### src/rtl/button_conditioner.sv
// button_conditioner: synchronise, debounce and classify a raw push-button into level, press/release/long strobes.
// Optional auto-repeat strobes on o_repeat when BTN_AUTO_REPEAT_EN is defined.
module button_conditioner #(
   parameter int DEBOUNCE_CYCLES   = 2000000,
   parameter int LONG_PRESS_CYCLES = 400000000,
   parameter int REPEAT_CYCLES     = 40000000
) (
   input  logic clk,
   input  logic rst_n,
   input  logic i_btn,
   output logic o_level,
   output logic o_press,
   output logic o_release,
   output logic o_long,
   output logic o_repeat
);
   localparam int DW   = $clog2(DEBOUNCE_CYCLES + 1);
   localparam int HMAX = (LONG_PRESS_CYCLES > REPEAT_CYCLES) ? LONG_PRESS_CYCLES : REPEAT_CYCLES;
   localparam int HW   = $clog2(HMAX + 1);
   localparam logic [DW-1:0] DB_C   = DW'(DEBOUNCE_CYCLES);
   localparam logic [DW-1:0] DB_ONE = DW'(1);
   localparam logic [HW-1:0] LP_M1  = HW'(LONG_PRESS_CYCLES - 1);
   localparam logic [HW-1:0] HMAX_C = HW'(HMAX);
`ifdef BTN_AUTO_REPEAT_EN
   localparam logic [HW-1:0] RP_M1  = HW'(REPEAT_CYCLES - 1);
`endif

   typedef enum logic [1:0] {IDLE, DB_PRESS, HELD, DB_RELEASE} state_t;

   state_t          state_q;
   logic [1:0]      sync_q;
   logic [DW-1:0]   db_q;
   logic [HW-1:0]   hold_q;
   logic            long_q;
   logic            s;

   assign s = sync_q[1];

`ifndef BTN_AUTO_REPEAT_EN
   assign o_repeat = 1'b0;
`endif

   // Hold counter compares against value-minus-one so a strobe lands exactly N cycles after its reference strobe.
   always_ff @(posedge clk or negedge rst_n) begin
      if (!rst_n) begin
         state_q   <= IDLE;
         sync_q    <= '0;
         db_q      <= '0;
         hold_q    <= '0;
         long_q    <= 1'b0;
         o_level   <= 1'b0;
         o_press   <= 1'b0;
         o_release <= 1'b0;
         o_long    <= 1'b0;
`ifdef BTN_AUTO_REPEAT_EN
         o_repeat  <= 1'b0;
`endif
      end else begin
         sync_q    <= {sync_q[0], i_btn};
         o_press   <= 1'b0;
         o_release <= 1'b0;
         o_long    <= 1'b0;
`ifdef BTN_AUTO_REPEAT_EN
         o_repeat  <= 1'b0;
`endif
         case (state_q)
            IDLE: begin
               if (s) begin
                  state_q <= DB_PRESS;
                  db_q    <= DB_ONE;
               end
            end
            DB_PRESS: begin
               if (!s) begin
                  state_q <= IDLE;
                  db_q    <= '0;
               end else if (db_q == DB_C) begin
                  state_q <= HELD;
                  o_level <= 1'b1;
                  o_press <= 1'b1;
                  hold_q  <= '0;
                  long_q  <= 1'b0;
               end else begin
                  db_q <= db_q + DB_ONE;
               end
            end
            HELD: begin
               if (!s) begin
                  state_q <= DB_RELEASE;
                  db_q    <= DB_ONE;
               end else if (!long_q && hold_q == LP_M1) begin
                  o_long <= 1'b1;
                  long_q <= 1'b1;
                  hold_q <= '0;
`ifdef BTN_AUTO_REPEAT_EN
               end else if (long_q && hold_q == RP_M1) begin
                  o_repeat <= 1'b1;
                  hold_q   <= '0;
`endif
               end else if (hold_q != HMAX_C) begin
                  hold_q <= hold_q + 1'b1;
               end
            end
            DB_RELEASE: begin
               if (s) begin
                  state_q <= HELD;
               end else if (db_q == DB_C) begin
                  state_q   <= IDLE;
                  db_q      <= '0;
                  o_level   <= 1'b0;
                  o_release <= 1'b1;
               end else begin
                  db_q <= db_q + DB_ONE;
               end
            end
            default: state_q <= IDLE;
         endcase
      end
   end
endmodule

### config.mk
export PLATFORM = sky130hd
export DESIGN_NAME = button_conditioner
export DESIGN_NICKNAME = d
export VERILOG_FILES = /design/src/rtl/button_conditioner.sv
export SDC_FILE = /design/constraint.sdc
export NUM_CORES = 1
export LEC_CHECK = 0
export CAP_MARGIN = 30
export CORE_ASPECT_RATIO = 1.25
export CORE_MARGIN = 2
export CORE_UTILIZATION = 40
export CTS_BUF_LIST = sky130_fd_sc_hd__clkbuf_16
export DETAILED_ROUTE_END_ITERATION = 8
export SLEW_MARGIN = 10
export SYNTH_ARGS = -nofsm -noshare
export SYNTH_HDL_FRONTEND = slang
export SYNTH_SLANG_ARGS = --single-unit
### constraint.sdc
create_clock -name clk -period 5.1 [get_ports clk]
set_input_delay 0.765 -clock clk [delete_from_list [all_inputs] [get_ports clk]]
set_output_delay 0.765 -clock clk [all_outputs]
set_load 0.02 [all_outputs]
# ---- Word-level counts from Yosys, hierarchy flattened
# Cells that the tools add are included.
dict set report totals {
  inputBits 3
  wordCells 76
  output_inout_bits 5
  ff_bits 59
}
dict set report classes {
  n_eq_ne 18
  mux 37
  n_addsub 2
  reduce_logical 10
}
# operator count
set ops {}
lappend ops {{2-to-1 mux 29 bit} 5}
lappend ops {{2-to-1 mux 21 bit} 6}
lappend ops {{case mux 21 bit (4 select lines)} 1}
lappend ops {{case mux 29 bit (2 select lines)} 1}
lappend ops {{adder 29 x 1 -> 29 bit, second input constant} 1}
lappend ops {{== test 29 bit, second input constant} 1}
lappend ops {{!= test 29 bit, second input constant} 1}
lappend ops {{adder 21 x 1 -> 21 bit, second input constant} 1}
lappend ops {{== test 21 bit, second input constant} 1}
lappend ops {{!= test 2 bit, second input constant} 8}
lappend ops {{2-to-1 mux 1 bit} 15}
lappend ops {{AND reduction 5 bit} 3}
lappend ops {{2-to-1 mux 2 bit} 6}
lappend ops {{!= test 3 bit, second input constant} 4}
lappend ops {{case mux 2 bit (4 select lines)} 1}
lappend ops {{AND reduction 4 bit} 2}
lappend ops {{== test 2 bit, second input constant} 2}
lappend ops {{case mux 1 bit (2 select lines)} 2}
lappend ops {{nonzero test 2 bit} 2}
lappend ops {{== test 2 x 1 -> 1 bit, second input constant} 1}
lappend ops {{zero test 2 bit} 1}
lappend ops {{logical AND 1 bit} 1}
lappend ops {{zero test 1 bit} 1}

# ---- Logic depth before layout (Yosys ltp)
# Gate-level depths: netlist of the first run.
dict set report logic_depth {
  depth_word 5
  ltp_mapped 9
  ltp_nobuf 8
}

# ---- Worst setup path after synthesis of the first run
# OpenSTA, ideal clock, no wires.
dict set report synth_timing {
  path_type {reg2reg}
  from {register hold_q[0]}
  to {register hold_q[8]}
  synth_period_minus_slack_ns 2.019
  t_required_ns 5.021
  setup_slack_ns 3.081
  setup_time_ns 0.079
  arrival_time_ns 1.940
  n_path_buf 2
  path_stages_with_launch 10
  cell_sequence {dfrtp_1 ha_1 and3_1 buf_2 nand4b_1 nor4_4 nor4b_4 buf_6 nand4_1 mux2i_1}
}
dict set report synth_via {
  elab_chain_cells 5
  word_cells_on_any_way 10
  classes_between {add/sub (1); eq/ne (3); mux (4); reduce/logical (2)}
}
# item line_no
set synth_rtl {}
lappend synth_rtl {{start, declared} 33} ;# logic [HW-1:0] hold_q;
lappend synth_rtl {{start signal, assigned} 101} ;# hold_q <= hold_q + 1'b1;
lappend synth_rtl {{adder 29 x 1 -> 29 bit or == test 29 bit (tied branches)} {101, 91}}
lappend synth_rtl {{2-to-1 mux 29 bit or logical AND 1 bit (tied branches)} {100, 91}}
lappend synth_rtl {{2-to-1 mux 29 bit} 91} ;# end else if (!long_q && hold_q == LP_M1) begin
lappend synth_rtl {{2-to-1 mux 29 bit} 88} ;# if (!s) begin
lappend synth_rtl {{case mux 29 bit (2 select lines)} 66} ;# case (state_q)
# Several ways; a longest one is shown, not always the timed one. The select of a mux whose other input is x is not followed.
# A chain may end at the register's enable or synchronous reset.

# ---- Worst setup path in the final report of the first run
dict set report layout_timing {
  from {register hold_q[0]}
  to {register hold_q[28]}
}
# The elaborated chain is that of the path after synthesis.

==> results of run 1 <==
worst min-delay path by stage:
stage                      endpoint  cells after the start
final                     sync_q[1]                      0
after global routing      sync_q[1]                      0
after CTS                 sync_q[1]                      0
after detailed placement  sync_q[1]                      0
after global placement    sync_q[1]                      0
after floorplan           sync_q[1]                      0
metal layers:
layer | track usage | vias up | wire length, um
met4 | 0.0938 | 0 | 181
met1 | 0.240 | 1469 | 3720
met3 | 0.0299 | 14 | 233
li1 | - | 1446 | -
met5 | 0 | - | 0
met2 | 0.317 | 56 | 4130
state kept, by name (all words and copies together), names as in the netlist, named ones only:
register   flops
db_q          21
hold_q        29
long_q         1
o_level        1
o_long         1
o_press        1
o_release      1
state_q        1
sync_q         2
power by group through the flow:
stage | clock, W | sequential [W] | combinational, W
finish | 0.000638 | 0.000476 | 0.0000307
global route | 0.000669 | 0.000476 | 0.0000363
CTS | 0.000645 | 0.000476 | 0.0000319
detailed placement | 0 | 0.000484 | 0.0000318
global placement | 0 | 0.000484 | 0.0000304
floorplan | 0 | 0.000481 | 0.0000182
metrics by stage:
stage	hold slack [ns]	worst slack [ns]	total power, W	cells	cell area [um^2]
global route	0.398	2.12	0.00118	491	3850
detailed placement	0.381	2.34	0.000516	474	3530
CTS	0.393	2.33	0.00115	490	3840
finish	0.374	2.28	0.00114	491	3850
floorplan	0.331	3.08	0.000499	388	3440
global placement	0.384	2.35	0.000514	473	3520
layout by cell type (no fill, tap or decap), drive strengths merged, types with 11 or more instances in the layout:
cell    n
nor2   30
nand4  15
a21oi  16
nor4b  11
o21ai  39
a31oi  16
nand3  23
nand2  42
and3   16
nor3   19
dfrtp  59
area by class of cell:
type                            instances  area [um^2]
Sequential cell                        59         1480
Clock inverter                          7         85.1
Fill cell                             770         4430
Clock buffer                            9          225
Multi-Input combinational cell        301         1830
Inverter                                9         33.8
Timing Repair Buffer                    9         81.3
Tap cell                               97          121
critical path, delay by kind of cell, from the launching register on:
kind / cells / cell delay, ns
simple gates: 4 / 1.68
flops: 1 / 0.39
fa+ha+maj: 1 / 0.21
compound gates: 2 / 0.41
logic make-up after synthesis:
family	Yosys count	synth area share
muxes	1	0.00291
xor gates and xnor gates	12	0.0306
buffers and inverters	28	0.0386
other	1	0.00109
AOI/OAI and AO/OA	96	0.175
DFF	59	0.429
adders and majority gates	4	0.0146
and+or+nand+nor	187	0.308
==> flow_summary.yaml, run 1 <==
global_routing:
  antenna_found_initial: 0
  overflow: 0
  grt_max_degree: 60
  grt_pass1_vias: 2867
  grt_first_pass_wirelength_um: 14000
  grt_usage: 0.192
layout:
  nets: 396
  fin_util: 0.465
  antenna_cells: 0
  area_delta_synth_final_pct: 12.0
  drive_above_1_share: 0.0736
sta:
  max_freq_mhz: 355
  maxSlewHeadroom: 0.395
  fin_crit_ns: 2.82
  fin_crit_sh: 0.553
  rsz0062_at_grt: "false"
  setup_tns_ns: 0
  fin_skew_ns: 0.00873
  drv_slew: 0
  final_hold_viol_count: 0
  tightest_slew_ns: 0.901
  setup_violations: 0
clocking:
  ctsHoldBuffers: 0
  clk-insertion-delay-late_ns: 0.33
  tritoncts: "built"
  ctsHtreeMaxLevel: 3
  cts_setup_buffers: 0
  clock_sinks: 59
  clockBufferDepth: 2
  cts_root_buf: "clkbuf_16"
  cts-resized-gates: 0
  numCtsBuffers: 9
  clk_pin_slew_ns: 0.05
detailed_routing:
  drt_pass1_iterations: 5
  ant_nets: 0
  vias: 2985
  vias_per_cell: 6.08
  drt_iter0_markers: 208
  drc_errors: 0
  wl_per_cell_um: 16.8
  drt-total-wl_um: 8260
worst_hold_path:
  min_from: "sync_q[0]"
  worstHoldPathType: "reg -> reg"
job:
  maxCapViolCount: 0
logic_synthesis:
  synth_area_um2: 3440
  netlist_instances: 388
  synthTopCellsByCount: "59 x dfrtp_1, 41 x nand2_1, 39 x o21ai_0"
  yosysMostFrequentCell: "dfrtp_1"
  synth_top_area_share: 0.429
  synth_warnings: 0
  synth_area_per_cell_um2: 8.86
  ys_types: 54
  ys_ff_latch: 59
  ys_seq_area_frac: 0.429
  yosys.area.top_type: "dfrtp_1"
  synth_fp_nets: 395
  ys.flop_type: "dfrtp_1"
  synth.area.top_cells: "dfrtp_1 43%, o21ai_0 5.7%, nand2_1 4.5%"
  synthArstFlopShare: 1.00
  synth_edf_count: 0
placement:
  hpwl_um: 5570
  gp_congestion: 0.853
  port_buffers: 6
critical_path:
  crit_slowest_cell: "nor4_4"
  arrival_ns: 3.04
  path_cells: "ha_1, and3_1, nand4b_1, nor4_4, nor2_1, a21o_1, a21o_1"
  max_stage_delay_ns: 0.72
  worstSetupStartpointType: "register"
  cp.required_ns: 5.32
  crit_end: "hold_q[28]"
  timing.reg2reg.setup_slack_ns: 2.28
  rr_endpoint: "hold_q[28]"
  reg2reg_depth: 7
  critical_path.startpoint: "hold_q[0]"
  path_class: "reg -> reg"
  r2r-start: "hold_q[0]"
  timing.critical_path.mode_cell: "a21o_1"
  worstSetupEndpointType: "register"
  crit_fanout: 16
die:
  die_area_um2: 9360
  io_pins: 8
  initial_core_util: 0.415
  die_h_um: 108
  rows: 37
  core_area_um2: 8290
  die_x_um: 86.9
power_and_ir_drop:
  switchingPower_w: 0.000244
  powerDensity_nw_per_um2: 297
  swShare: 0.213
  peakVddDrop_v: 0.000194
  clkPwrFrac: 0.557
  intPower_w: 0.000901
  combPwrFrac: 0.027
  cellLeakagePower_nw: 1.53
  sequentialPowerShare: 0.416
status:
  outcome: "complete, no violations"
No activity file was read; power rests on OpenSTA's default activity.
==> inputs of run 2 (changes only) <==
- clock period: 5.1 -> 2.7 ns (I/O delays scaled with it)
==> flow_summary.yaml, run 2 (same netlist as run 1, synthesis figures left out) <==
critical_path:
  r2r-start: "db_q[0]"
  path_class: "reg -> reg"
  arrival_ns: 2.49
  reg2reg_depth: 8
  cp.required_ns: 2.94
  crit_fanout: 12
  worstSetupEndpointType: "register"
  timing.reg2reg.setup_slack_ns: 0.45
  worstSetupStartpointType: "register"
  rr_endpoint: "hold_q[10]"
clocking:
  ctsHtreeMaxLevel: 3
  clk_pin_slew_ns: 0.05
  ctsHoldBuffers: 0
  cts_setup_buffers: 0
  cts_root_buf: "clkbuf_16"
  clk-insertion-delay-late_ns: 0.33
  clockBufferDepth: 2
  clock_sinks: 59
  cts-resized-gates: 0
  numCtsBuffers: 9
  tritoncts: "built"
layout:
  drive_above_1_share: 0.0938
  area_delta_synth_final_pct: 12.9
  largest_reg_flops: 29
  antenna_cells: 0
  mostFrequentLayoutCells: "59 x dfrtp_1, 41 x nand2_1, 39 x o21ai_0"
  top_register: "hold_q"
  seqCellArea_um2: 1480
  fill_cells: 808
  multi_input_area_um2: 1830
  reg_top3: "hold_q: 29 flops, db_q: 21 flops, sync_q: 2 flops"
  mostFrequentLayoutCell: "dfrtp_1"
  nets: 408
detailed_routing:
  drt_iter0_markers: 186
  drc_errors: 0
  vias: 3045
  ant_nets: 0
  drt_pass1_iterations: 4
  wl_per_cell_um: 17.3
  drt-total-wl_um: 8690
  vias_per_cell: 6.07
sta:
  drv_slew: 0
  setup_tns_ns: 0
  max_freq_mhz: 445
  final_hold_viol_count: 0
  fin_crit_ns: 2.25
  tightest_slew_ns: 0.557
  post-route-worst-setup-slack_ns: 0.451
  fin_skew_ns: 0.00823
  maxSlewHeadroom: 0.628
  fin_crit_sh: 0.833
  rsz0062_at_grt: "false"
  setup_violations: 0
power_and_ir_drop:
  peakVddDrop_v: 0.000282
  powerDensity_nw_per_um2: 501
  cellLeakagePower_nw: 1.56
die:
  core_area_um2: 8290
  die_h_um: 108
  die_area_um2: 9360
  rows: 37
  initial_core_util: 0.415
  die_x_um: 86.9
  io_pins: 8
status:
  outcome: "complete, no violations"
placement:
  dp_slack_ns: 0.215
  port_buffers: 6
  hpwl_um: 6090
  gp_congestion: 0.912
global_routing:
  antenna_found_initial: 0
  grt_first_pass_wirelength_um: 15000
  overflow: 0
  grt_usage: 0.206
  grt_pass1_vias: 3046
  grt_max_degree: 23
worst_hold_path:
  worstHoldPathType: "in -> async"
job:
  maxCapViolCount: 0
run 2: cell types whose count changed in the layout (fill, tap and decap cells not counted), sizes merged:
cell / before / now
buf: 4 / 16
clkinvlp: 1 / 0
clkinv: 3 / 6
bufinv: 2 / 0
inv: 10 / 9
run 2: how the worst max path moves through the flow:
stage / from / endpoint / slack, ns / depth (start not counted)
after global placement: hold_q[0] / hold_q[20] / 0.30 / 7
after CTS: hold_q[0] / hold_q[25] / 0.19 / 7
final: db_q[0] / hold_q[10] / 0.45 / 8
after global routing: db_q[0] / db_q[14] / 0.21 / 7
after floorplan: hold_q[0] / hold_q[8] / 0.68 / 9
after detailed placement: hold_q[0] / hold_q[25] / 0.21 / 7
run 2: area by class of cell:
cell class	count	area share
well taps	97	0.0313
clock inverters	6	0.00645
clock buffers	9	0.0580
repair buffers	21	0.0442
multi-input cells	301	0.471
inverters	9	0.00870
flip-flops and latches	59	0.380
run 2: stage by stage:
step | cell area [um^2] | hold slack (ns) | std cells | total power, W | util
after floorplan | 3440 | 0.109 | 388 | 0.000943 | -
after global placement | 3620 | 0.339 | 486 | 0.000980 | 0.437
after detailed placement | 3620 | 0.340 | 486 | 0.000981 | 0.437
after CTS | 3870 | 0.0277 | 501 | 0.00197 | 0.467
after global routing | 3880 | 0.0541 | 502 | 0.00202 | 0.469
final | 3880 | 0.0195 | 502 | 0.00195 | 0.469
run 2: report_power, final:
group | internal [W] | switching (W)
clock | 0.000597 | 0.000384
combinational | 0.0000196 | 0.0000507
sequential | 0.000891 | 0.00000399
total | 0.00151 | 0.000439
run 2: worst max-delay path, cell delays in order (launching register included):
cell and delay (ns):
dfrtp_1 0.39, inv_1 0.08, ha_1 0.16, nor4b_1 0.36
and3_1 0.26, and2_1 0.22, a31o_2 0.37, nand2_1 0.14
o21ai_0 0.18
run 2: metal layers:
layer,GRT usage,up-vias,wire length (um)
met3,0.0230,14,282
met1,0.255,1492,3770
met4,0.134,0,199
met5,0,-,0
li1,-,1474,-
met2,0.335,65,4440
==> inputs of run 3 (changes only) <==
- clock period: 2.7 -> 2 ns (I/O delays scaled with it)
==> flow_summary.yaml, run 3 (same netlist as run 1, synthesis figures left out) <==
sta:
  maxSlewHeadroom: 0.445
  post-route-worst-setup-slack_ns: -0.140
  fin_crit_ns: 2.14
  max_freq_mhz: 467
  setup_violations: 13
  drv_slew: 0
  tightest_slew_ns: 0.830
  fin_skew_ns: 0.00562
  final_hold_viol_count: 0
  setup_tns_ns: -0.633
  hold_ws_ns: 0.356
  rsz0062_at_grt: "true"
  fin_crit_sh: 1.07
layout:
  fin_util: 0.591
  antenna_cells: 0
  drive_above_1_share: 0.325
  mostFrequentLayoutCell: "buf_4"
  mostFrequentLayoutCells: "87 x buf_4, 59 x dfrtp_1, 39 x nand2_1"
  top_register: "hold_q"
  fill_cells: 704
  fin_cells: 590
  nets: 496
  reg_top3: "hold_q: 29 flops, db_q: 21 flops, sync_q: 2 flops"
  largest_reg_flops: 29
  area_delta_synth_final_pct: 42.3
clocking:
  clk_pin_slew_ns: 0.05
  clockBufferDepth: 2
  numCtsBuffers: 9
  cts_root_buf: "clkbuf_16"
  ctsHtreeMaxLevel: 3
  clk-insertion-delay-late_ns: 0.33
  tritoncts: "built"
  clock_sinks: 59
placement:
  hpwl_um: 6810
  place_inst: 556
  gp_congestion: 0.862
  port_buffers: 6
detailed_routing:
  vias: 3546
  wl_per_cell_um: 17.8
  drt-total-wl_um: 10500
  drc_errors: 0
  ant_nets: 0
  drt_pass1_iterations: 5
  vias_per_cell: 6.01
  drt_iter0_markers: 184
worst_hold_path:
  min_from: "sync_q[0]"
  worstHoldPathType: "reg -> reg"
  worstHoldPathCells: 0
  hold_end: "sync_q[1]"
die:
  core_area_um2: 8290
  initial_core_util: 0.415
  die_area_um2: 9360
  die_h_um: 108
  rows: 37
  die_x_um: 86.9
  io_pins: 8
power_and_ir_drop:
  clkPwrFrac: 0.518
  combPwrFrac: 0.052
  switchingPower_w: 0.000611
  sequentialPowerShare: 0.429
  peakVddDrop_v: 0.000409
  powerDensity_nw_per_um2: 574
  cellLeakagePower_nw: 2.14
  intPower_w: 0.00220
  swShare: 0.217
global_routing:
  grt_usage: 0.226
  grt_pass1_vias: 3586
  antenna_found_initial: 0
  grt_util_met1: 0.249
  grt.met3_usage: 0.0445
  gr-max-usage-layer: "met2"
  grt_max_degree: 25
  grt_use_met2: 0.401
  grt_first_pass_wirelength_um: 16500
  overflow: 0
critical_path:
  crit_fanout: 5
  worstSetupStartpointType: "register"
  timing.reg2reg.setup_slack_ns: -0.14
  r2r-start: "hold_q[13]"
  rr_endpoint: "hold_q[8]"
  reg2reg_depth: 8
  worstSetupEndpointType: "register"
  cp.required_ns: 2.18
  path_class: "reg -> reg"
  arrival_ns: 2.32
status:
  violations: "negative setup slack"
  outcome: "finished with violations"
job:
  maxCapViolCount: 0
## run 3: cell count changes in the layout (fill, tap and decap cells not counted), moves of 3 or more
| cell | before | now |
|---|---|---|
| buf_4 | 14 | 87 |
| o21ai_0 | 39 | 17 |
| o21ai_1 | 0 | 15 |
| o21ai_2 | 0 | 7 |
| buf_6 | 1 | 7 |
| nor4b_1 | 9 | 4 |
| o31ai_1 | 7 | 2 |
| buf_12 | 0 | 3 |
| nor2_4 | 0 | 3 |
| nor4b_2 | 0 | 3 |
| o31ai_2 | 0 | 3 |
## run 3: worst max path at each step
stage | start | depth (start not counted) | endpoint
final | hold_q[13] | 8 | hold_q[8]
after global placement | hold_q[0] | 8 | hold_q[21]
after CTS | hold_q[12] | 7 | hold_q[28]
after floorplan | hold_q[0] | 9 | hold_q[17]
after global routing | hold_q[1] | 9 | hold_q[8]
after detailed placement | hold_q[1] | 8 | hold_q[8]
## run 3: cell type report
type                       count  area [um^2]  share of cell area
clock buffer                   9          225              0.0460
clock inverter                 6         50.0              0.0102
inverter                       9         33.8             0.00690
multi-input combinational    305         2120               0.434
sequential                    59         1480               0.302
tap                           97          121              0.0248
timing repair buffer         105          865               0.177
## run 3: layer usage
| layer | routed length [um] | vias up | part of all wire |
|---|---|---|---|
| met3 | 417 | 33 | 0.040 |
| met5 | 0 | - | 0 |
| met4 | 412 | 0 | 0.039 |
| li1 | - | 1664 | - |
| met2 | 5630 | 106 | 0.54 |
| met1 | 4020 | 1743 | 0.38 |
## run 3: power by group through the flow
stage / clock (W) / sequential [W] / combinational [W]
2_1_floorplan: 0 / 0.00123 / 0.0000464
3_3_place_gp: 0 / 0.00122 / 0.000128
3_5_place_dp: 0 / 0.00123 / 0.000130
4_1_cts: 0.00148 / 0.00121 / 0.000144
5_1_grt: 0.00153 / 0.00121 / 0.000164
6_report: 0.00146 / 0.00121 / 0.000147
## run 3: what timing repair did
item                                    CTS  global route
gates cloned                              3             1
hold buffers                              1             0
resized for setup                        25            54
setup buffers                             6            10
pin swaps                                12            14
endpoints found under the setup margin   48            49
hold endpoints to repair                 22             0
## run 3: critical path: stages, from the launching register on
cell and delay (ns):
dfrtp_1 0.40, nor4b_4 0.34, nand4_4 0.17, nor4_4 0.31, buf_4 0.18, buf_4 0.15, nor2_4 0.08, a21oi_1 0.20
mux2i_1 0.16
## run 3: stage by stage
step	setup WS, ns	instance area (um^2)	total power [W]
final	-0.140	4890	0.00281
after floorplan	0.00257	3450	0.00127
after global routing	-0.214	4890	0.00290
after global placement	-0.177	4190	0.00135
after CTS	-0.0123	4660	0.00283
after detailed placement	-0.214	4190	0.00136
